File: src/rtl/bcd_disp_pkg.sv
// Shared constants for the BCD seven-segment display multiplexer.
// Segment codes are active-low, bit 6 = g ... bit 0 = a.
package bcd_disp_pkg;

   localparam int unsigned NDIG = 4;

   localparam logic [6:0] SEG_0    = 7'b1000000;
   localparam logic [6:0] SEG_1    = 7'b1111001;
   localparam logic [6:0] SEG_2    = 7'b0100100;
   localparam logic [6:0] SEG_3    = 7'b0110000;
   localparam logic [6:0] SEG_4    = 7'b0011001;
   localparam logic [6:0] SEG_5    = 7'b0010010;
   localparam logic [6:0] SEG_6    = 7'b0000010;
   localparam logic [6:0] SEG_7    = 7'b1111000;
   localparam logic [6:0] SEG_8    = 7'b0000000;
   localparam logic [6:0] SEG_9    = 7'b0010000;
   localparam logic [6:0] SEG_DASH = 7'b0111111;
   localparam logic [6:0] SEG_OFF  = 7'h7F;

endpackage

File: src/rtl/bcd_to_sseg.sv
// Combinational BCD to active-low seven-segment decoder; codes 10..15 show a dash.
module bcd_to_sseg
   import bcd_disp_pkg::*;
(
   input  logic [3:0] bcd,
   output logic [6:0] seg
);

   always_comb begin
      seg = SEG_DASH;
      case (bcd)
         4'd0: seg = SEG_0;
         4'd1: seg = SEG_1;
         4'd2: seg = SEG_2;
         4'd3: seg = SEG_3;
         4'd4: seg = SEG_4;
         4'd5: seg = SEG_5;
         4'd6: seg = SEG_6;
         4'd7: seg = SEG_7;
         4'd8: seg = SEG_8;
         4'd9: seg = SEG_9;
         default: seg = SEG_DASH;
      endcase
   end

endmodule

File: src/rtl/bcd_disp_mux.sv
// Captures four BCD digits plus decimal points and scans them onto a 4-digit
// common-anode display. Define LEADING_ZERO_BLANK_EN to blank leading zeros.
module bcd_disp_mux
   import bcd_disp_pkg::*;
#(
   parameter int unsigned N = 18
) (
   input  logic       clk,
   input  logic       reset,
   input  logic       load,
   input  logic [3:0] bcd3,
   input  logic [3:0] bcd2,
   input  logic [3:0] bcd1,
   input  logic [3:0] bcd0,
   input  logic [3:0] dp_in,
   output logic [3:0] an,
   output logic [7:0] sseg
);

   logic [N-1:0]            q_q;
   logic [NDIG-1:0][3:0]    digit_q;
   logic [NDIG-1:0]         dp_q;
   logic [3:0]              an_q, an_d;
   logic [7:0]              sseg_q, sseg_d;
   logic [1:0]              sel;
   logic [6:0]              seg;
   logic [NDIG-1:0]         blank;

   assign sel = q_q[N-1:N-2];

   bcd_to_sseg u_dec (
      .bcd (digit_q[sel]),
      .seg (seg)
   );

`ifdef LEADING_ZERO_BLANK_EN
   // A digit blanks only if it and every digit above it are zero without a dp.
   always_comb begin
      blank    = '0;
      blank[3] = (digit_q[3] == 4'd0) && !dp_q[3];
      blank[2] = blank[3] && (digit_q[2] == 4'd0) && !dp_q[2];
      blank[1] = blank[2] && (digit_q[1] == 4'd0) && !dp_q[1];
      blank[0] = 1'b0;
   end
`else
   assign blank = '0;
`endif

   always_comb begin
      an_d   = ~(4'b0001 << sel);
      sseg_d = {~dp_q[sel], seg};
      if (blank[sel]) begin
         an_d   = 4'hF;
         sseg_d = {1'b1, SEG_OFF};
      end
   end

   always_ff @(posedge clk) begin
      if (reset) begin
         q_q     <= '0;
         digit_q <= '0;
         dp_q    <= '0;
         an_q    <= 4'hF;
         sseg_q  <= 8'hFF;
      end else begin
         q_q    <= q_q + N'(1);
         an_q   <= an_d;
         sseg_q <= sseg_d;
         if (load) begin
            digit_q <= {bcd3, bcd2, bcd1, bcd0};
            dp_q    <= dp_in;
         end
      end
   end

   assign an   = an_q;
   assign sseg = sseg_q;

endmodule

File: config.mk
export PLATFORM = sky130hd
export DESIGN_NAME = bcd_disp_mux
export DESIGN_NICKNAME = d
export VERILOG_FILES = /design/src/rtl/bcd_disp_pkg.sv /design/src/rtl/bcd_to_sseg.sv /design/src/rtl/bcd_disp_mux.sv
export SDC_FILE = /design/constraint.sdc
export NUM_CORES = 1
export LEC_CHECK = 0
export BUFFER_PORTS_ARGS = -buffer_cell sky130_fd_sc_hd__buf_2
export CAP_MARGIN = 0
export CORE_MARGIN = 2
export CORE_UTILIZATION = 49
export CTS_CLUSTER_SIZE = 20
export DETAILED_ROUTE_END_ITERATION = 6
export HOLD_SLACK_MARGIN = 0.06
export PLACE_DENSITY = 0.82
export SYNTH_ARGS = -nofsm -noshare
export SYNTH_HDL_FRONTEND = slang
export SYNTH_SLANG_ARGS = --single-unit
File: constraint.sdc
create_clock -name clk -period 1.8 [get_ports clk]
set_input_delay 0 -clock clk [delete_from_list [all_inputs] [get_ports clk]]
set_output_delay 0 -clock clk [all_outputs]
set_load 0.02 [all_outputs]
== After elaboration in Yosys (flattened, before gate mapping) ==
Memories as Yosys holds them, arrays and structs flattened. A register that Yosys moved wholly into a read port is not among the register bits.
Cells that the tools add are included.

* Memory bits (read-only): 112
* Memories kept: 1
* Bits in registers: 50

* Mux-type cells: 6
* Magnitude comparators: 1
* Bitwise gates (word level): 2
* Add/sub/neg operators: 1
* Shift-type cells: 1
* Reduce and logical (&&, ||, !) cells: 1

{| class="wikitable"
|+ Memories
! name !! depth !! bits a word !! rd ports !! clocked after Yosys merged registers in !! write ports !! RTL line !! RTL
|-
| (name not given) || 16 || 7 || 1 || 1 || 0 || bcd_to_sseg.sv:11 || <nowiki>case (bcd)</nowiki>
|}

{| class="wikitable"
|+ Operators with widths
! operator !! number
|-
| 18-bit by 1-bit adder with 18-bit output (second input constant) || 1
|-
| 4-bit binary-select mux with 2-bit select || 1
|-
| 1-bit binary-select mux with 2-bit select || 2
|-
| 4-bit two-way mux || 1
|-
| 4-bit inverter || 1
|-
| 1-bit by 2-bit << shifter with 4-bit output (first input constant) || 1
|-
| 2-bit by 3-bit less-than comparator with 1-bit output (second input constant) || 1
|-
| 1-bit two-way mux || 2
|-
| 2-bit OR reduction || 1
|-
| 1-bit inverter || 1
|}

== Depth between registers and ports, before layout ==
* Depth after elaboration: 3
* Gate-level depth with buffers: 8
* Mapped depth without buffers: 7

== Modules after synthesis ==
From an unflattened synthesis, not the netlist that was laid out.

* Cells, all modules: 216
* Area total of the unflattened synthesis: 2158.3 um2

{| class="wikitable"
|+ By module, submodules not included
! module !! area each (um2) !! instances !! cells each !! seq. area each (um2)
|-
| bcd_disp_mux || 1918.1 || 1 || 185 || 1001.0
|-
| bcd_to_sseg || 240.2 || 1 || 31 || 0.0
|}

== Least setup slack after synthesis ==
Ideal clock, no wire load.

* Path kind: register -> register
* Start: reg q_q[16]
* End: reg sseg_q[4] (netlist: sseg[4])
* Clock period less this slack: 1.879 ns
* Slack: -0.079 ns
* Library setup time: 0.114 ns
* Stages on the path, launching flop included: 9
* Buffers on the path: 1
* Required time: 1.686 ns
* Arrival: 1.765 ns
* Cell sequence: dfxtp_1 > buf_6 > mux4_1 > inv_1 > ha_1 > inv_1 > a21oi_1 > o21ai_1 > a21o_1

* Cells in the longest elaborated chain, start to end: 3

{| class="wikitable"
|+ RTL lines
! item !! RTL line !! RTL
|-
| from (decl) || bcd_disp_mux.sv:20 || <nowiki>logic [N-1:0] q_q;</nowiki>
|-
| from (signal assigned) || bcd_disp_mux.sv:66 || <nowiki>q_q <= q_q + N'(1);</nowiki>
|-
| 1-bit binary-select mux with 2-bit select || bcd_disp_mux.sv:52 || <nowiki>if (blank[sel]) begin</nowiki>
|-
| 1-bit two-way mux (not written as such) || bcd_disp_mux.sv:52 ||
|-
| 2-bit OR reduction (no line) || n/a ||
|-
| to (decl) || bcd_disp_mux.sv:24 || <nowiki>logic [7:0] sseg_q, sseg_d;</nowiki>
|}

Several ways; a longest one is shown, not always the timed one. The select of a mux whose other input is x is not followed.
A chain may end at the register's enable or synchronous reset.

== Worst setup path after layout ==
* Start: reg q_q[16]
* End: reg sseg_q[0] (netlist: sseg[0])

Same word-level chain as after synthesis.

==> impl_metrics.csv <==
group,metric,value,unit
clocking,clock_sinks,50,
floorplan,die_h,69.54,um
power,p_seq_frac,0.562,
placement,place_congestion,0.8474,
synthesis,synth_cell_types,35,
global_route,grt_first_pass_wirelength,7258,um
power,p_clk_frac,0.315,
global_route,grt_max_degree,28,
routing,drt_iter0_markers,78,
synthesis,postSynthCellCount,212,
floorplan,rows,23,
power,p_comb_frac,0.122,
timing,finalSetupViolCount,0,
global_route,antenna_found_initial,0,
cells_and_area,finalNonFillerCells,327,
synthesis,synth_area_leaders,"dfxtp_1 (48%), mux2i_1 (9.5%), nor2_1 (7.7%)",
setup_path,crit_type,"flip-flop to flip-flop",
setup_path,ff2ff_path_depth,5,
placement,dp.cells,297,
timing,grt_setup_unrepaired,"false",
setup_path,cp.arrival,1.82,ns
cells_and_area,fin_nets,306,
clocking,clk_pin_slew,0.09,ns
power,p_leak,1.172,nW
timing,finalHoldViolCount,0,
synthesis,synth_seq_cells,50,
synthesis,synth.avg_cell_area,9.927,um^2
timing,clock-skew-final,0.004864,ns
synthesis,synth_area,0.002105,mm^2
cells_and_area,layout_common_cells,"dfxtp_1 (49), nor2_1 (43), buf_2 (34)",
clocking,root_buffer,"clkbuf_8",
clocking,tritoncts,"yes",
cells_and_area,n_antenna_cell,0,
worst_hold_path,min_path_cells,2,
placement,portBuffers,34,
power,power.switching,0.5084,mW
floorplan,core-area,0.004058,mm^2
timing,fmax,610.5,MHz
setup_path,required,1.98,ns
setup_path,crit_fanout,4,
floorplan,start_util,0.5187,
global_route,track_usage,0.1879,
synthesis,yosys_warnings,0,
timing,drv_slew,0,
clocking,clock_path_buffers,2,
synthesis,synth_area_leader_cell,"dfxtp_1",
cells_and_area,drive_gt1_frac,0.2310,
synthesis,synth_seq_area_share,0.4756,
clocking,cts_max_level,2,
placement,hpwl,2845,um
synthesis,synth_nets,242,
routing,vias,1733,
routing,drt_wl_total,4374,um
cells_and_area,layout_commonest_cell,"dfxtp_1",
timing,tns,0,ns
routing,ant_nets,0,
routing,drc,0,
job,drv_cap,0,
power,max-vdd-ir-drop,0.0006678,V
timing,worst-slew-pin-transition,0.6022,ns
timing,period_share,0.9100,
floorplan,fp.dieArea,0.004835,mm^2
power,powerDensity,777.1,mW/mm^2
synthesis,synth_top_area_frac,0.4756,
global_route,grt_pass1_vias,1606,
timing,max-slew-margin-rel,0.5985,
cells_and_area,fillCellCount,297,
power,p_sw_frac,0.2422,
clocking,clk-insertion-delay-late,0.30,ns
power,p_int,1.591,mW
routing,vias_per_cell,5.300,
cells_and_area,area_growth,28.36,%
outcome,outcome,"complete, no violations",
setup_path,start_kind,"flip-flop",
clocking,numCtsBuffers,5,
setup_path,endpoint_kind,"flip-flop",
routing,first_pass_iters,4,
cells_and_area,final_core_util,0.6657,
timing,min_period,1.638,ns
floorplan,die-width,69.54,um
global_route,grt.overflow.total,0,
routing,wl_per_cell,13.38,um
floorplan,num_io_pins,35,
worst_hold_path,hold_path.class,"input pin to flip-flop",
## critical path, stage by stage (launching register included)
cell	delay [ns]
dfxtp_4	0.38
mux4_2	0.50
buf_4	0.16
ha_1	0.16
o21ai_0	0.22
a22oi_1	0.10
## repair_timing
action	in CTS	in global routing
setup buffers	0	1
hold endpoints to repair	20	0
hold buffers	20	0
setup endpoints to repair	0	6
resized for setup	0	3
## final timing paths
path | start | endpoint | slack [ns]
worst min-delay path | reset | q_q[10]$_SDFF_PP0_ | 0.15
worst max register to register | q_q[16]$_SDFF_PP0_ | sseg[0]$_SDFF_PP1_ | 0.16
worst min register to register | q_q[0]$_SDFF_PP0_ | q_q[0]$_SDFF_PP0_ | 0.46
worst max-delay path | q_q[16]$_SDFF_PP0_ | sseg[0]$_SDFF_PP1_ | 0.16
## flip-flops by register name, summed over array words and instances (netlist names)
name,flops
dp_q,4
q_q,18
an,4
digit_q,16
sseg,8
## area by class of cell
type                       count  area, um^2  share of cell area
clock buffer                   6       82.58             0.03057
clock inverter                 2       12.51            0.004632
inverter                       5       18.77            0.006948
multi-input combinational    147        1052              0.3895
sequential                    50        1005              0.3719
tap                           50       62.56             0.02316
timing repair buffer          67       467.9              0.1732
## cells by family (layout without fill, tap and decap cells)
| group | Yosys count | in the layout | share of synthesized area |
|---|---|---|---|
| AND/OR/NAND/NOR | 83 | 83 | 0.1867 |
| AO/OA/AOI/OAI | 17 | 17 | 0.04815 |
| multiplexers | 27 | 28 | 0.1647 |
| adder cells (fa/ha/maj) | 7 | 7 | 0.04162 |
| XOR/XNOR | 12 | 12 | 0.04994 |
| buffers and inverters | 16 | 80 | 0.03330 |
| flip-flops | 50 | 50 | 0.4756 |
## through the flow
step / instance area [um^2] / hold WS, ns / worst slack (ns) / power, mW
after CTS: 2668 / 0.1550 / 0.03925 / 2.106
final: 2701 / 0.1540 / 0.1619 / 2.099
after floorplan: 2101 / 0.1468 / 0.001899 / 1.343
after global placement: 2372 / 0.2345 / 0.05995 / 1.413
after detailed placement: 2372 / 0.2487 / 0.05008 / 1.420
after global routing: 2701 / 0.1653 / 0.01540 / 2.201
## layer usage
layer  track usage  vias up  share of wire
li1              -      859              -
met1        0.2477      823           0.46
met2        0.2991       45           0.48
met3       0.03924        6          0.044
met4       0.07843        0          0.015
met5             0        -              0
## power by group through the flow
stage | Sequential, mW | Clock [mW] | Combinational (mW)
after global placement | 1.20 | 0 | 0.211
after global routing | 1.18 | 0.731 | 0.285
after floorplan | 1.22 | 0 | 0.124
final | 1.18 | 0.662 | 0.256
after detailed placement | 1.20 | 0 | 0.216
after CTS | 1.18 | 0.677 | 0.251
## synthesized netlist by cell type (all sizes together)
cell,instances
nand2,10
a32oi,1
and3,2
nor4,2
xor2,7
o21ai,6
mux2,2
mux2i,20
nor2,43
or3,2
and2b,1
nor3,2
nand2b,2
a22oi,2
xnor2,5
dfxtp,50
mux4,5
a31o,1
nand4,7
clkbuf,5
nor2b,4
and4,2
nand3,4
a21o,1
buf,6
a21oi,5
o22ai,1
inv,5
and2,2
ha,7
Note: power is estimated with default switching activity, not from simulation.
